==> config.mk <==
export PLATFORM = sky130hd
export DESIGN_NAME = cell_draw_controller
export DESIGN_NICKNAME = d
export VERILOG_FILES = /design/src/rtl/cell_draw_controller.sv
export SDC_FILE = /design/constraint.sdc
export NUM_CORES = 1
export LEC_CHECK = 0
export ABC_CLOCK_PERIOD_IN_PS = 5550
export CORE_AREA = 8 8 98 100
export DETAILED_ROUTE_END_ITERATION = 7
export DIE_AREA = 0 0 106 108
export HOLD_SLACK_MARGIN = 0.06
export PLACE_DENSITY = 0.74
export SETUP_SLACK_MARGIN = 0.05
export SLEW_MARGIN = 20
export SYNTH_ARGS = -nofsm -noshare
export SYNTH_HDL_FRONTEND = slang
export SYNTH_SLANG_ARGS = --single-unit
==> constraint.sdc <==
create_clock -name clk -period 5.55 [get_ports clk]
set_input_delay 0.8325 -clock clk [delete_from_list [all_inputs] [get_ports clk]]
set_output_delay 0.8325 -clock clk [all_outputs]
set_load 0.005 [all_outputs]
==> src/rtl/cell_draw_controller.sv <==
`default_nettype none
// +----------------------------------------------------------------------------+
// | Module      : cell_draw_controller                                         |
// | Description : Sequences box-draw and screen-clear pixel writes to the VGA  |
// |               frame-buffer adapter, one registered plot per clock.         |
// | Revision    : 1.0 - initial release                                        |
// +----------------------------------------------------------------------------+
module cell_draw_controller #(
   parameter int BOX_W = 8,
   parameter int BOX_H = 3,
   parameter int SCR_W = 160,
   parameter int SCR_H = 120
) (
   input  logic       clk,
   input  logic       resetn,
   input  logic       req_valid,
   output logic       req_ready,
   input  logic [7:0] req_x,
   input  logic [7:0] req_y,
   input  logic [2:0] req_colour,
   input  logic       req_fill,
   input  logic       clr_req,
   output logic       busy,
   output logic       done,
   output logic [7:0] vga_x,
   output logic [6:0] vga_y,
   output logic [2:0] vga_colour,
   output logic       plot
);

   localparam logic [7:0] c_BOX_W_LAST = 8'(BOX_W - 1);
   localparam logic [7:0] c_BOX_H_LAST = 8'(BOX_H - 1);
   localparam logic [7:0] c_SCR_W_LAST = 8'(SCR_W - 1);
   localparam logic [7:0] c_SCR_H_LAST = 8'(SCR_H - 1);
   localparam logic [8:0] c_SCR_W9     = 9'(SCR_W);
   localparam logic [8:0] c_SCR_H9     = 9'(SCR_H);

   typedef enum logic [1:0] {
      S_IDLE  = 2'd0,
      S_DRAW  = 2'd1,
      S_CLEAR = 2'd2
   } state_t;

   state_t     r_state;
   state_t     w_state_nxt;
   logic       r_clr_pending;
   logic [7:0] r_x0;
   logic [7:0] r_y0;
   logic [2:0] r_colour;
   logic       r_fill;
   logic [7:0] r_dx;
   logic [7:0] r_dy;

   logic       w_clr_any;
   logic [7:0] w_x_last;
   logic [7:0] w_y_last;
   logic       w_dx_end;
   logic       w_last;
   logic [8:0] w_px;
   logic [8:0] w_py;
   logic       w_inb;
   logic       w_border;

   // A clear request arriving in the same cycle as a box request must win,
   // so the live clr_req is folded in alongside the pending flag; this keeps
   // req_ready low whenever the controller is about to start a clear.
   assign w_clr_any = (r_state != S_CLEAR) && (r_clr_pending || clr_req);
   assign req_ready = (r_state == S_IDLE) && !w_clr_any;
   assign busy      = (r_state != S_IDLE);

   // The scan counters are shared between box draw and screen clear.
   assign w_x_last = (r_state == S_CLEAR) ? c_SCR_W_LAST : c_BOX_W_LAST;
   assign w_y_last = (r_state == S_CLEAR) ? c_SCR_H_LAST : c_BOX_H_LAST;
   assign w_dx_end = (r_dx == w_x_last);
   assign w_last   = w_dx_end && (r_dy == w_y_last);

   // Pixel position at 9 bits so boxes near the right/bottom edge clip
   // instead of wrapping around to the opposite side.
   assign w_px     = {1'b0, r_x0} + {1'b0, r_dx};
   assign w_py     = {1'b0, r_y0} + {1'b0, r_dy};
   assign w_inb    = (w_px < c_SCR_W9) && (w_py < c_SCR_H9);
   assign w_border = r_fill || (r_dx == 8'd0) || (r_dx == c_BOX_W_LAST)
                     || (r_dy == 8'd0) || (r_dy == c_BOX_H_LAST);

   // State register.
   always_ff @(posedge clk or negedge resetn) begin
      if (!resetn) r_state <= S_IDLE;
      else         r_state <= w_state_nxt;
   end

   // Next-state logic: clear has priority over a box request in IDLE.
   always_comb begin
      w_state_nxt = r_state;
      case (r_state)
         S_IDLE: begin
            if (w_clr_any)      w_state_nxt = S_CLEAR;
            else if (req_valid) w_state_nxt = S_DRAW;
         end
         S_DRAW:  if (w_last) w_state_nxt = S_IDLE;
         S_CLEAR: if (w_last) w_state_nxt = S_IDLE;
         default: w_state_nxt = S_IDLE;
      endcase
   end

   // Remember a clear request until IDLE can start it; ignored while clearing.
   always_ff @(posedge clk or negedge resetn) begin
      if (!resetn)                          r_clr_pending <= 1'b0;
      else if (r_state == S_IDLE && w_clr_any) r_clr_pending <= 1'b0;
      else if (clr_req && r_state != S_CLEAR)  r_clr_pending <= 1'b1;
   end

   // Request latch, raster counters and registered adapter outputs.
   always_ff @(posedge clk or negedge resetn) begin
      if (!resetn) begin
         r_x0       <= 8'd0;
         r_y0       <= 8'd0;
         r_colour   <= 3'd0;
         r_fill     <= 1'b0;
         r_dx       <= 8'd0;
         r_dy       <= 8'd0;
         vga_x      <= 8'd0;
         vga_y      <= 7'd0;
         vga_colour <= 3'd0;
         plot       <= 1'b0;
         done       <= 1'b0;
      end else begin
         plot <= 1'b0;
         done <= 1'b0;
         case (r_state)
            S_IDLE: begin
               r_dx <= 8'd0;
               r_dy <= 8'd0;
               if (!w_clr_any && req_valid) begin
                  r_x0     <= req_x;
                  r_y0     <= req_y;
                  r_colour <= req_colour;
                  r_fill   <= req_fill;
               end
            end
            S_DRAW, S_CLEAR: begin
               if (r_state == S_DRAW) begin
                  vga_x      <= w_px[7:0];
                  vga_y      <= w_py[6:0];
                  vga_colour <= r_colour;
                  plot       <= w_inb && w_border;
               end else begin
                  vga_x      <= r_dx;
                  vga_y      <= r_dy[6:0];
                  vga_colour <= 3'd0;
                  plot       <= 1'b1;
               end
               if (w_last) begin
                  done <= 1'b1;
               end else if (w_dx_end) begin
                  r_dx <= 8'd0;
                  r_dy <= r_dy + 8'd1;
               end else begin
                  r_dx <= r_dx + 8'd1;
               end
            end
            default: ;
         endcase
      end
   end

endmodule
`default_nettype wire

# == Word level (Yosys, flattened, before mapping) ==
# Cells that the tools add are included.
# Widths: inputs -> output; s select.
# totals
word_cells,76
latchBits,0
in_bits,24
mem_bits_rw,0
mem_count,0
romBits,0
out_inout_bits,22
reg_bits,59
# op_classes
bitwise,0
n_mux,21
div,0
shifts,0
addsub,4
n_lt_le_gt_ge,2
multipliers,0
eq_ne,11
reduce_logical,25
# ops
operator,count
$mux 8,6
$pmux 8 s2,2
$add 8x8->9,2
$add 8x1->8 const B,2
$logic_not 8->1,2
$mux 7,2
$lt 9x7->1 const B,1
$lt 9x8->1 const B,1
$eq 8x2->1 const B,1
$eq 8x3->1 const B,1
$eq 8x7->1,1
$eq 8x8->1,1
$logic_and 1x1->1,8
$mux 1,6
$mux 2,3
$reduce_and 2->1,3
$reduce_bool 2->1,3
$logic_or 1x1->1,5
$ne 2x1->1 const B,2
$ne 2x2->1 const B,2
$pmux 2 s2,1
$mux 3,1
$ne 3x3->1 const B,1
$reduce_and 3->1,1
other kinds (5),5

# == Longest topological paths before layout ==
# Gate-level depths: netlist (run 1).
# logic_depth
depth_word,8
mapped_depth,9
ltp_nobuf,9

# == Least setup slack after synthesis (run 1) ==
# OpenSTA, ideal clock, no wires.
# synth_timing
path_type,reg2reg
startpoint,register r_state[0]
endpoint,register r_dx[6]
synth_period_minus_slack_ns,2.127
stages_incl_launch_ff,10
arrival_time_ns,1.999
t_required_ns,5.422
slack_ns,3.423
n_path_buf,1
path_cell_list,dfrtp_1 -> inv_1 -> ha_1 -> and4_2 -> o2111ai_2 -> nand4bb_1 -> clkbuf_1 -> mux2i_4 -> o21ai_0 -> o31ai_1
# synth_via
elab_chain_len,6
# synth_lines
element,line,rtl
"start, declared",44,state_t r_state;
"start signal, assigned",88,else r_state <= w_state_nxt;
$eq 2x2->1,"72, 73, 129",
$mux 8 / $mux 7 (equally long branches),"72, 73",
$eq 8x8->1 / $eq 8x7->1 (equally long branches),"74, 75",
$mux 8 / $logic_and 1x1->1 (equally long branches),"154, 75",
$mux 8 / $ne 2x2->1 (equally long branches),n/a,
$pmux 8 s2 / $reduce_and 2->1 (equally long branches),n/a,
"end signal, assigned",158,r_dx <= r_dx + 8'd1;
"end, declared",51,logic [7:0] r_dx;
# Several ways; a longest one is shown, not always the timed one. The select of a mux whose other input is x is not followed.
# A chain may end at the register's enable or synchronous reset.

# == Final worst setup path (run 1) ==
# layout_timing
startpoint,input port clr_req
endpoint,output port req_ready
# layout_via
elab_chain_len,4
# layout_lines
element,line,rtl
"start, declared",22,"input logic clr_req,"
$logic_or 1x1->1,67,assign w_clr_any = (r_state != S_CLEAR) && (r_clr_pending || clr_req);
$logic_and 1x1->1,67,
$logic_not 1->1,68,assign req_ready = (r_state == S_IDLE) && !w_clr_any;
$logic_and 1x1->1,68,
"end, declared",17,"output logic req_ready,"
# Every way passes these cells.

==> impl_metrics.tcl, run 1 <==
set metrics [dict create \
    outcome "finished, final reports clean" \
    worst_pin_slew_ns 0.9190 \
    min_period_ns 2.991 \
    cts-resized-gates 0 \
    synth_fp_nets 402 \
    finalSetupTns_ns 0 \
    drive_above_1_share_pct 12.50 \
    wl_per_cell_um 15.50 \
    grt_pass1_wl_um 13190 \
    power_density_nw_per_um2 527.8 \
    cts_setup_buffers 0 \
    die_x_um 106 \
    p_leak_nw 1.845 \
    start_kind "primary input" \
    core_region_area_sq_um 8051 \
    worstHoldPathCells 2 \
    die-area_sq_um 11450 \
    htreeDepth 3 \
    vias 2777 \
    hold_slack_ns 0.5080 \
    yosys-top-cells-area "dfrtp_1 42%, ha_1 8.9%, mux2_2 7.0%, a21oi_1 4.3%, nor2_1 3.8%" \
    cts_buffers 9 \
    vdd_ir_drop_max_uv 568.0 \
    first_pass_iters 4 \
    crit_required_ns 4.72 \
    wl_um 7828 \
    clock_latency_ns 0.34 \
    slew_headroom_pct 38.58 \
    clock_skew_ns 0.006911 \
    diodes 0 \
    holdBufCountCts 0 \
    grt_pass1_vias 2715 \
    grt.total_usage_pct 14.34 \
    synth_edf_count 0 \
    antenna_found_initial 0 \
    vias_per_cell 5.499 \
    regArea_sq_um 1476 \
    hp-class "flop to flop" \
    start_util_pct 43.85 \
    path_max_fanout 3 \
    setup_viol 0 \
    clk_path_buf_depth 2 \
    worstSetupPathType "primary input to output pin" \
    cts.sinks 59 \
    num_io_pins 46 \
    die_h_um 108 \
    synth_seq_area_share_pct 41.81 \
    portBuffers 45 \
    syn-instance-count 351 \
    ant_nets 0 \
    fin_crit_sh_pct 53.89 \
    yosysTopAreaCell "dfrtp_1" \
    clock-root-buffer "clkbuf_8" \
    cp.arrival_ns 2.16 \
    initialDrtViolationCount 145 \
    multi_input_area_sq_um 1923 \
    syn_to_final_growth_pct 20.27 \
    synth_cell_types 54 \
    rsz0062_at_grt "no" \
    drc 0 \
    cts.clk_slew.worst_paths_ns 0.07 \
    dp_hpwl_um 5678 \
    syn_avg_cell_area_sq_um 10.06 \
    maxCapViolCount 0 \
    synth.top_cell.area_share_pct 41.81 \
    rr_worst_depth 7 \
    synth_flop_cell "dfrtp_1" \
    cts_tree "yes" \
    gp_congestion 0.8559 \
    ys_ff_latch 59 \
    drv_slew 0 \
    overflow 0 \
    hold_violations 0 \
    synth_async_sr_flop_share_pct 100.0 \
    rows 33 \
    final_util_pct 52.74 \
    cp-end-kind "output pin" \
    grt_max_degree 60 \
    fillers 752 \
    final_net_count 446 \
    synth_warnings 0 \
    synth_area_sq_um 3531 \
    fmax_mhz 334.4 \
]
-- layer usage --
layer	routed length, um	vias to the layer above	global-route usage (%)
met4	165	0	6.633
met1	3673	1331	18.46
met5	0	-	0
met2	3539	80	21.98
met3	450	13	4.045
li1	-	1353	-
-- final timing paths --
kind,from,slack [ns],endpoint
worst max-delay path,clr_req,2.56,req_ready
worst min-delay path,r_colour[1]$_DFFE_PN0P_,0.51,vga_colour[1]$_DFFE_PN0P_
worst max register to register,r_state[1]$_DFFE_PN0P_,2.73,plot$_DFF_PN0_
worst min register to register,r_colour[1]$_DFFE_PN0P_,0.51,vga_colour[1]$_DFFE_PN0P_
max in group asynchronous,resetn,4.44,r_dy[6]$_DFFE_PN0P_
min in group asynchronous,resetn,0.63,r_x0[1]$_DFFE_PN0P_
-- stage by stage --
stage	cells	setup WS [ns]	power, W	cell area (sq um)
finish	505	2.559	0.002241	4247
global route	505	2.485	0.002429	4247
CTS	505	2.552	0.002255	4247
detailed placement	489	2.561	0.001863	4055
global placement	489	2.582	0.001821	4055
floorplan	351	3.423	0.001507	3531
-- synth_stat cells (2+ instances only) --
| cell | n |
|---|---|
| dfrtp_1 | 59 |
| nor2_1 | 36 |
| a21oi_1 | 30 |
| ha_1 | 25 |
| o21ai_0 | 24 |
| mux2_2 | 22 |
| inv_1 | 17 |
| nand2_1 | 16 |
| nand3_1 | 13 |
| mux2i_1 | 12 |
| clkbuf_1 | 9 |
| xnor2_1 | 8 |
| a211oi_1 | 7 |
| nor3_1 | 6 |
| xor2_1 | 6 |
| nand2b_1 | 4 |
| o21a_1 | 4 |
| and3_1 | 3 |
| and3_2 | 3 |
| nor2b_1 | 3 |
| or3_1 | 3 |
| a21o_1 | 2 |
| a22o_1 | 2 |
| a31oi_1 | 2 |
| a32o_1 | 2 |
| buf_1 | 2 |
| fa_1 | 2 |
| nand4b_1 | 2 |
| nor4_1 | 2 |
-- cells in the final DEF (no fill, tap or decap), types with 4 or more instances in the layout --
cell | netlist | layout
xor2_1 | 6 | 6
xnor2_1 | 8 | 8
a21oi_1 | 30 | 30
clkbuf_8 | 0 | 9
clkdlybuf4s50_1 | 0 | 44
mux2_2 | 22 | 22
o21a_1 | 4 | 4
inv_1 | 17 | 17
a211oi_1 | 7 | 7
nor3_1 | 6 | 6
nand3_1 | 13 | 13
nand2b_1 | 4 | 4
ha_1 | 25 | 25
clkinv_2 | 0 | 4
o21ai_0 | 24 | 24
nor2_1 | 36 | 36
mux2i_1 | 12 | 12
nand2_1 | 16 | 16
dfrtp_1 | 59 | 59
-- sequential cells by signal (all words and copies together), names as in the netlist, 2 cells and up --
name / flops
r_y0: 8
vga_colour: 3
r_dx: 8
vga_x: 8
r_colour: 3
r_state: 2
vga_y: 7
r_x0: 8
r_dy: 8
-- cell families after synthesis --
| group | count (synthesis) | share of synthesized area [%] |
|---|---|---|
| adder cells (fa/ha/maj) | 27 | 9.993 |
| XOR/XNOR | 14 | 3.473 |
| flip-flops | 59 | 41.81 |
| buffers and inverters | 31 | 3.721 |
| AND/OR/NAND/NOR | 97 | 13.57 |
| multiplexers | 35 | 11.06 |
| AO/OA/AOI/OAI | 88 | 16.37 |
-- where the power goes --
group	internal, W	switching (W)	leakage (nW)	total (W)
Clock	0.000206	0.000178	0.103	0.000384
Sequential	0.000598	0.000118	0.745	0.000717
Combinational	0.000542	0.000598	0.997	0.00114
-- critical path: stages --
cell and delay, ns:
clkdlybuf4s50_1 0.42, o21ai_0 0.19, and2_1 0.20, clkdlybuf4s50_1 0.52
-- cell type report --
cell class	instances	share of cell area, %
Clock inverter	7	1.591
Inverter	17	1.503
Multi-Input combinational cell	261	45.29
Timing Repair Buffer	47	10.84
Sequential cell	59	34.77
Clock buffer	9	2.917
Tap cell	105	3.094
(Power assumes the default switching activity.)
==> inputs of run 2 (changes only) <==
- ABC_CLOCK_PERIOD_IN_PS: 5550 -> 3000
- clock period: 5.55 -> 3 ns (I/O delays scaled with it)
==> run 2 against run 1 <==
Utilization up 0.28 points. Clock power up 71%. Hold slack worse by 0.41 ns. Sequential share of layout area down 0.18 points.
==> impl_metrics.tcl, run 2 (synthesis results as in run 1) <==
set metrics [dict create \
    outcome "finished, final reports clean" \
    fillers 733 \
    cts.clk_slew.worst_paths_ns 0.07 \
    path_cells "inv_1, ha_1, nor4_2, o2111ai_2, nand4bb_1, nand2_1, o21ai_0, a22o_1" \
    die-area_sq_um 11450 \
    antenna_found_initial 0 \
    met3WireLength_um 455 \
    drc 0 \
    start_kind "flop" \
    r2r-start "r_state[0]$_DFFE_PN0P_" \
    grt_pass1_wl_um 14260 \
    critPathMaxStageDelay_ns 0.54 \
    overflow 0 \
    worstSetupPathType "flop to flop" \
    clk_path_buf_depth 2 \
    final_net_count 449 \
    hp-class "primary input to asynchronous set/reset pin" \
    core_region_area_sq_um 8051 \
    holdBufCountCts 0 \
    fin_crit_sh_pct 86.41 \
    grt_pass1_vias 2972 \
    rsz0062_at_grt "no" \
    vdd_ir_drop_max_uv 611.7 \
    initialDrtViolationCount 153 \
    cts_setup_buffers 0 \
    crit_required_ns 3.23 \
    rows 33 \
    fmax_mhz 385.8 \
    power_density_nw_per_um2 973.1 \
    cts_tree "yes" \
    multi_input_area_sq_um 1923 \
    slowest_stage "nand4bb_1" \
    grt_max_degree 60 \
    drt-met1-wl_um 3760 \
    drv_slew 0 \
    critical_path.startpoint "r_state[0]$_DFFE_PN0P_" \
    wl_per_cell_um 16.64 \
    cts-resized-gates 0 \
    grt.total_usage_pct 15.48 \
    path_buf_inv 1 \
    vias 2857 \
    worst_pin_slew_ns 0.9608 \
    p_leak_nw 1.855 \
    path_max_fanout 8 \
    htreeDepth 3 \
    dp_hpwl_um 6014 \
    cts_buffers 9 \
    cp.arrival_ns 2.82 \
    syn_to_final_growth_pct 20.91 \
    clock_latency_ns 0.34 \
    regArea_sq_um 1476 \
    ant_nets 0 \
    clock_skew_ns 0.003122 \
    num_io_pins 46 \
    slew_headroom_pct 35.95 \
    drive_above_1_share_pct 13.15 \
    finalSetupTns_ns 0 \
    final_cell_mix "59 x dfrtp_1, 44 x clkdlybuf4s50_1, 36 x nor2_1" \
    path_delay_family "simple AND/OR/NAND/NOR gates" \
    cp-end-kind "flop" \
    setup_viol 0 \
    vias_per_cell 5.624 \
    hold_violations 0 \
    final_util_pct 53.02 \
    portBuffers 45 \
    highest_layer "met4" \
    die_x_um 106 \
    maxCapViolCount 0 \
    clock-root-buffer "clkbuf_8" \
    wl_um 8453 \
    wl_met2_um 4120 \
    final_common_cell "dfrtp_1" \
    first_pass_iters 4 \
    min_period_ns 2.592 \
    gp_congestion 0.8801 \
    cts.sinks 59 \
    start_util_pct 43.85 \
    die_h_um 108 \
    diodes 0 \
]
==> run 2: cell count changes in the layout (fill, tap and decap cells not counted) <==
cell and change:
inv_6 -1, buf_4 +2, clkinvlp_4 +1, clkbuf_8 +2, clkinv_4 -1, bufinv_16 -1, buf_12 +1
==> run 2: path summary, 6_finish.rpt <==
path                                        endpoint  slack [ns]  depth (start not counted)
min                              r_x0[2]$_DFFE_PN0P_         0.1                          2
min in group clk             r_colour[2]$_DFFE_PN0P_        0.51                          1
max                           r_state[1]$_DFFE_PN0P_        0.41                          8
max in group asynchronous  vga_colour[2]$_DFFE_PN0P_        2.62                          2
min reg2reg                  r_colour[2]$_DFFE_PN0P_        0.51                          1
max reg2reg                   r_state[1]$_DFFE_PN0P_        0.41                          8
==> run 2: power by group <==
group	internal [W]	switching, W	total, W	leakage (nW)
Sequential	0.00111	0.000223	0.00133	0.745
Clock	0.000338	0.000317	0.000656	0.0949
Combinational	0.00103	0.00114	0.00217	1.02
Total	0.00247	0.00168	0.00415	1.86
==> run 2: area by class of cell <==
class / count / share of cell area, %
repair buffers: 50 / 11.61
well taps: 105 / 3.077
clock buffers: 11 / 3.546
clock inverters: 5 / 0.6448
inverters: 17 / 1.495
multi-input cells: 261 / 45.05
flip-flops and latches: 59 / 34.58
==> run 2: through the flow <==
stage	setup slack, ns	hold WS (ns)	total power [W]	area (sq um)	instances
4_1_cts	0.4157	0.1026	0.004179	4269	508
6_report	0.4077	0.09510	0.004154	4269	508
2_1_floorplan	0.8729	0.1544	0.002789	3531	351
5_1_grt	0.2125	0.1127	0.004496	4269	508
3_3_place_gp	0.6368	0.4765	0.003394	4090	492
3_5_place_dp	0.4253	0.4828	0.003497	4090	492
==> run 2: worst register-to-register path, cell delays in order (launching register included) <==
cell	delay [ns]
dfrtp_1	0.40
inv_1	0.09
ha_1	0.27
nor4_2	0.27
o2111ai_2	0.30
nand4bb_1	0.54
nand2_1	0.25
o21ai_0	0.13
a22o_1	0.24
==> run 2: metal layers <==
| metal | GRT usage (%) | vias to the layer above |
|---|---|---|
| li1 | - | 1360 |
| met1 | 18.85 | 1415 |
| met2 | 24.89 | 74 |
| met3 | 4.759 | 8 |
| met4 | 6.834 | 0 |
| met5 | 0 | - |
